**config.mk**
```make
export PLATFORM = sky130hd
export DESIGN_NAME = mult_div_unit
export DESIGN_NICKNAME = d
export VERILOG_FILES = /design/src/rtl/mult_div_unit.sv
export SDC_FILE = /design/constraint.sdc
export NUM_CORES = 1
export LEC_CHECK = 0
export ABC_AREA = 1
export BUFFER_PORTS_ARGS = -buffer_cell sky130_fd_sc_hd__buf_2
export CAP_MARGIN = 20
export CELL_PAD_IN_SITES_DETAIL_PLACEMENT = 1
export CELL_PAD_IN_SITES_GLOBAL_PLACEMENT = 2
export CORE_MARGIN = 4
export CORE_UTILIZATION = 34
export CTS_CLUSTER_DIAMETER = 40
export DETAILED_ROUTE_END_ITERATION = 8
export PLACE_DENSITY_LB_ADDON = 0.05
export SETUP_SLACK_MARGIN = 0.1
export SKIP_CTS_REPAIR_TIMING = 1
export SLEW_MARGIN = 20
export SYNTH_ARGS = -nofsm -noshare
export SYNTH_HDL_FRONTEND = slang
export SYNTH_SLANG_ARGS = --single-unit
```
**constraint.sdc**
```tcl
create_clock -name clk -period 3.4 [get_ports clk]
set_input_delay 0.51 -clock clk [delete_from_list [all_inputs] [get_ports clk]]
set_output_delay 0.51 -clock clk [all_outputs]
set_load 0.005 [all_outputs]
```
**src/rtl/mult_div_unit.sv**
```systemverilog
// Multicycle signed multiply (Booth radix-2) and divide (restoring) unit.
// Hi/Lo are only updated on a completed operation; working state is kept separately.
module mult_div_unit #(
    parameter int WIDTH = 32
) (
    input  logic             clk,
    input  logic             reset,
    input  logic [WIDTH-1:0] A,
    input  logic [WIDTH-1:0] B,
    input  logic             MultStart,
    input  logic             DivStart,
    output logic [WIDTH-1:0] Hi,
    output logic [WIDTH-1:0] Lo,
    output logic             Busy,
    output logic             Done,
    output logic             DivZero
);

    localparam int CW = $clog2(WIDTH) + 1;
    localparam logic [CW-1:0] CNT_ONE  = CW'(1);
    localparam logic [CW-1:0] CNT_LAST = CW'(WIDTH - 1);

    typedef enum logic [1:0] {
        IDLE = 2'd0,
        MULT = 2'd1,
        DIV  = 2'd2,
        FIX  = 2'd3
    } state_t;

    state_t           state_r;
    logic [CW-1:0]    count_r;
    logic [WIDTH:0]   acc_r;
    logic [WIDTH-1:0] q_r;
    logic             q1_r;
    logic [WIDTH:0]   mcand_r;
    logic [WIDTH-1:0] rem_r;
    logic [WIDTH-1:0] dvd_r;
    logic [WIDTH-1:0] dvs_r;
    logic             sign_a_r;
    logic             sign_b_r;

    logic [WIDTH:0]   booth_sum_s;
    logic [WIDTH:0]   acc_next_s;
    logic [WIDTH-1:0] q_next_s;
    logic             q1_next_s;
    logic [WIDTH:0]   div_shift_s;
    logic [WIDTH:0]   div_trial_s;
    logic [WIDTH-1:0] rem_next_s;
    logic [WIDTH-1:0] dvd_next_s;
    logic             last_iter_s;

    // Two's complement negation modulo 2^WIDTH.
    function automatic logic [WIDTH-1:0] neg_val(input logic [WIDTH-1:0] x);
        return ~x + {{(WIDTH-1){1'b0}}, 1'b1};
    endfunction

    function automatic logic [WIDTH-1:0] abs_val(input logic [WIDTH-1:0] x);
        return x[WIDTH-1] ? neg_val(x) : x;
    endfunction

    // Booth step: conditional add/subtract, then arithmetic shift of {acc,Q,q_1}.
    always_comb begin
        booth_sum_s = acc_r;
        case ({q_r[0], q1_r})
            2'b01:   booth_sum_s = acc_r + mcand_r;
            2'b10:   booth_sum_s = acc_r - mcand_r;
            default: booth_sum_s = acc_r;
        endcase
        acc_next_s = {booth_sum_s[WIDTH], booth_sum_s[WIDTH:1]};
        q_next_s   = {booth_sum_s[0], q_r[WIDTH-1:1]};
        q1_next_s  = q_r[0];
    end

    // Restoring divide step; the extra adder bit carries the borrow.
    always_comb begin
        div_shift_s = {rem_r, dvd_r[WIDTH-1]};
        div_trial_s = div_shift_s - {1'b0, dvs_r};
        if (div_trial_s[WIDTH] == 1'b0) begin
            rem_next_s = div_trial_s[WIDTH-1:0];
            dvd_next_s = {dvd_r[WIDTH-2:0], 1'b1};
        end else begin
            rem_next_s = div_shift_s[WIDTH-1:0];
            dvd_next_s = {dvd_r[WIDTH-2:0], 1'b0};
        end
        last_iter_s = (count_r == CNT_LAST);
    end

    // Control FSM with registered results and status pulses.
    always_ff @(posedge clk) begin
        if (reset) begin
            state_r  <= IDLE;
            count_r  <= {CW{1'b0}};
            acc_r    <= {(WIDTH+1){1'b0}};
            q_r      <= {WIDTH{1'b0}};
            q1_r     <= 1'b0;
            mcand_r  <= {(WIDTH+1){1'b0}};
            rem_r    <= {WIDTH{1'b0}};
            dvd_r    <= {WIDTH{1'b0}};
            dvs_r    <= {WIDTH{1'b0}};
            sign_a_r <= 1'b0;
            sign_b_r <= 1'b0;
            Hi       <= {WIDTH{1'b0}};
            Lo       <= {WIDTH{1'b0}};
            Busy     <= 1'b0;
            Done     <= 1'b0;
            DivZero  <= 1'b0;
        end else begin
            Done    <= 1'b0;
            DivZero <= 1'b0;
            case (state_r)
                IDLE: begin
                    if (MultStart) begin
                        acc_r   <= {(WIDTH+1){1'b0}};
                        q_r     <= A;
                        q1_r    <= 1'b0;
                        mcand_r <= {B[WIDTH-1], B};
                        count_r <= {CW{1'b0}};
                        Busy    <= 1'b1;
                        state_r <= MULT;
                    end else if (DivStart) begin
                        if (B == {WIDTH{1'b0}}) begin
                            DivZero <= 1'b1;
                        end else begin
                            rem_r    <= {WIDTH{1'b0}};
                            dvd_r    <= abs_val(A);
                            dvs_r    <= abs_val(B);
                            sign_a_r <= A[WIDTH-1];
                            sign_b_r <= B[WIDTH-1];
                            count_r  <= {CW{1'b0}};
                            Busy     <= 1'b1;
                            state_r  <= DIV;
                        end
                    end else begin
                        Busy <= 1'b0;
                    end
                end
                MULT: begin
                    acc_r   <= acc_next_s;
                    q_r     <= q_next_s;
                    q1_r    <= q1_next_s;
                    count_r <= count_r + CNT_ONE;
                    if (last_iter_s) begin
                        // Low WIDTH bits of the extended accumulator form the upper product half.
                        Hi      <= acc_next_s[WIDTH-1:0];
                        Lo      <= q_next_s;
                        Done    <= 1'b1;
                        Busy    <= 1'b0;
                        state_r <= IDLE;
                    end else begin
                        state_r <= MULT;
                    end
                end
                DIV: begin
                    rem_r   <= rem_next_s;
                    dvd_r   <= dvd_next_s;
                    count_r <= count_r + CNT_ONE;
                    if (last_iter_s) begin
                        state_r <= FIX;
                    end else begin
                        state_r <= DIV;
                    end
                end
                FIX: begin
                    Lo      <= (sign_a_r ^ sign_b_r) ? neg_val(dvd_r) : dvd_r;
                    Hi      <= sign_a_r ? neg_val(rem_r) : rem_r;
                    Done    <= 1'b1;
                    Busy    <= 1'b0;
                    state_r <= IDLE;
                end
                default: begin
                    Busy    <= 1'b0;
                    state_r <= IDLE;
                end
            endcase
        end
    end

endmodule
```
==> impl_metrics.tcl <==
set metrics [dict create \
    fin_area_sq_um 26100 \
    grt_max_degree 65 \
    skew_ns 0.0268 \
    drcViolationCount 0 \
    p_sw_mw 4.75 \
    power.internal_mw 9.12 \
    hold_class "in2reg" \
    ys.flop_type "dfxtp_1" \
    fin_util_pct 44.1 \
    status "complete, no violations" \
    antenna_found_initial 1 \
    grt-ovfl-total 0 \
    rsz0062_at_grt "yes" \
    yosys_register_bits 270 \
    clkTransAtPathRegs_ns 0.05 \
    post-place-ws_ns -0.320 \
    grt_pass1_vias 23500 \
    die-area_sq_um 63800 \
    cts_sinks 270 \
    synthCells 3253 \
    synth_compound_area_share_pct 19.7 \
    tightest_slew_ns 0.914 \
    grt_pass1_wl_um 140000 \
    syn-cell-area_sq_um 20400 \
    wire_per_inst_um 21.6 \
    fin_crit_sh_pct 98.8 \
    cp_num_buf_inv 3 \
    slew-limit-headroom_pct 39.1 \
    io_pins 135 \
    grt_util_all_layers_pct 28.1 \
    fin_tns_setup_ns 0 \
    drt_first_pass_iters 4 \
    setup_ws_ns 0.0408 \
    cts_tree "yes" \
    arrival_ns 3.89 \
    hold_violations 0 \
    crit_chain "inv_4 -> nand3_4 -> nor3_4 -> nand3_2 -> nor2_4 -> nand3_4 -> o21ai_4 -> o21ai_2 -> xnor2_1 -> ha_1 -> nand2_2 -> inv_2 -> a21oi_2 -> buf_4 -> o21ai_0 -> a21oi_2 -> nand2_1 -> nand2_1 -> nand3_2 -> nand2_1 -> nand2_1 -> a21oi_1" \
    yosysWarnings 0 \
    ys_async_sr_fraction_pct 0 \
    core_sq_um 59100 \
    syn-num-nets 3398 \
    fin_nets 3619 \
    crit_path_end_kind "register" \
    slew_violations 0 \
    irDropWorstVdd_mv 0.344 \
    clkLatencyLatePin_ns 0.61 \
    final.min_clock_period_ns 3.36 \
    startpoint_type "register" \
    drtAntennaViolNets 0 \
    die_w_um 253 \
    finalSetupViolations 0 \
    fillers 7642 \
    p_per_area_nw_per_um2 531 \
    synth_top_family_by_area "simple AND/OR/NAND/NOR gates" \
    postRouteWirelength_um 92900 \
    clockBufferDepth 3 \
    finalPower_mw 13.9 \
    synthToLayoutAreaGrowth_pct 28.2 \
    startpoint "mcand_r[0]$_SDFFE_PP0P_" \
    gp_congestion 0.908 \
    cap_violations 0 \
    start_util_pct 34.4 \
    cpMostUsedCell "nand2_1" \
    synth_mux_area_share_pct 0.0492 \
    timing.hold.ws_ns 0.219 \
    placed_cells 4164 \
    chipHeight_um 253 \
    num_rows 89 \
    reg2reg_from "mcand_r[0]$_SDFFE_PP0P_" \
    synth_fa_ha_area_share_pct 4.81 \
    worstPathRequired_ns 3.93 \
    cellLeakagePower_nw 12.0 \
    drtIter0Drc 1318 \
    synth_edf_count 0 \
    ys_seq_area_share_pct 26.6 \
    synth_cell_types 57 \
    swShare_pct 34.2 \
    vias_per_cell 5.37 \
    p_seq_share_pct 25.4 \
    num_vias 23100 \
    synth_xor_area_share_pct 4.86 \
    clock.fmax_mhz 298 \
    cts-root-buf "clkbuf_16" \
    drive_gt1_share_pct 21.2 \
    dpl.hpwl_um 71600 \
    path_delay_family "simple AND/OR/NAND/NOR gates" \
    avgSynthCellArea_sq_um 6.26 \
    critPathSlowestCell "ha_1" \
    htree_levels 3 \
    portBuffers 134 \
    crit_path_max_incr_delay_ns 0.36 \
    final_cells 4304 \
    power_frac_comb_pct 24.8 \
    placed_area_sq_um 22500 \
    hp-start "A[24]" \
    cts_buffers 69 \
    worstSetupPathType "reg2reg" \
    clkPwrFrac_pct 49.7 \
    synth_simple_gate_area_share_pct 34.2 \
    path_max_fanout 4 \
]
-- sequential cells by signal, indices dropped and copies added (netlist names) --
register,count
Done,1
rem_r,32
dvd_r,32
sign_b_r,1
DivZero,1
q1_r,1
sign_a_r,1
q_r,32
state_r,2
Busy,1
mcand_r,32
count_r,6
Lo,32
Hi,32
dvs_r,32
acc_r,32
-- cell families after synthesis --
group	Yosys count
simple gates	1562
compound gates	727
buf+inv	503
flops	270
xor+xnor	113
fa+ha+maj	77
mux	1
-- power groups by stage --
stage | combinational, mW | clock, mW | sequential (mW)
2_1_floorplan | 1.89 | 0 | 3.52
4_1_cts | 3.06 | 6.99 | 3.52
5_1_grt | 3.78 | 7.15 | 3.55
3_3_place_gp | 2.99 | 0 | 3.57
6_report | 3.44 | 6.90 | 3.53
3_5_place_dp | 3.04 | 0 | 3.58
-- metal layers --
metal	share of wire (%)	GRT usage (%)	vias to the layer above
li1	-	-	11200
met1	46	37.2	11400
met2	48	48.7	449
met3	3.5	3.40	143
met4	2.6	7.04	2
met5	0.0075	0	-
-- final cells by class --
type | count | area, sq um | area share, %
antenna | 1 | 2.50 | 0.00959
clock buffer | 82 | 1860 | 7.11
clock inverter | 45 | 569 | 2.18
inverter | 365 | 1380 | 5.28
multi-input combinational | 2480 | 14000 | 53.7
sequential | 270 | 5410 | 20.7
tap | 773 | 967 | 3.71
timing repair buffer | 288 | 1910 | 7.32
-- worst register-to-register path, stage by stage (launching register included) --
cell and delay [ns]:
dfxtp_2 0.33, inv_4 0.08, nand3_4 0.09, nor3_4 0.22, nand3_2 0.14, nor2_4 0.19, nand3_4 0.14, o21ai_4 0.19
o21ai_2 0.09, xnor2_1 0.26, ha_1 0.36, nand2_2 0.14, inv_2 0.07, a21oi_2 0.16, buf_4 0.13, o21ai_0 0.08
a21oi_2 0.16, nand2_1 0.08, nand2_1 0.08, nand3_2 0.08, nand2_1 0.07, nand2_1 0.05, a21oi_1 0.12
-- cells in the final DEF (no fill, tap or decap), types with 7 or more instances in the layout --
cell	instances
o21ai_1	23
nand3_1	217
clkinvlp_4	7
buf_4	145
a31oi_1	45
nand4_1	22
o21ai_2	14
nor2_4	17
clkinv_4	9
xor2_1	68
nand3b_1	22
inv_6	8
ha_1	51
ha_4	21
bufinv_16	8
nand3_2	43
a21oi_1	286
or2_2	14
inv_2	29
o21ai_0	233
a21oi_2	53
nand2_1	794
nor2_2	20
xnor2_1	39
nand2_4	33
nand2_2	44
inv_1	329
o211ai_1	20
clkbuf_16	70
dfxtp_1	268
nor3_2	9
buf_2	133
o221ai_1	12
nor2_1	273
clkinv_2	10
nor3_1	24
-- Yosys cell counts (23+ instances only) --
master | n | area, sq um
a21oi_1 | 316 | 1580
a21oi_2 | 26 | 228
a31oi_1 | 45 | 282
clkbuf_1 | 113 | 424
dfxtp_1 | 270 | 5410
ha_1 | 75 | 938
inv_1 | 347 | 1300
nand2_1 | 845 | 3170
nand2_4 | 23 | 259
nand3_1 | 236 | 1180
nand3_2 | 26 | 260
nor2_1 | 299 | 1120
nor3_1 | 34 | 170
o21ai_0 | 254 | 1270
xnor2_1 | 41 | 359
xor2_1 | 72 | 631
-- worst paths after layout --
| path | endpoint | slack, ns | cells after the start |
|---|---|---|---|
| setup / recovery | acc_r[29]$_SDFFE_PP0P_ | 0.04 | 22 |
| hold reg to reg | Hi[8]$_SDFFE_PP0P_ | 0.46 | 2 |
| setup reg to reg | acc_r[29]$_SDFFE_PP0P_ | 0.04 | 22 |
| hold / removal | q_r[24]$_SDFFE_PP0P_ | 0.22 | 3 |
Power figures use the tool's default switching activity.
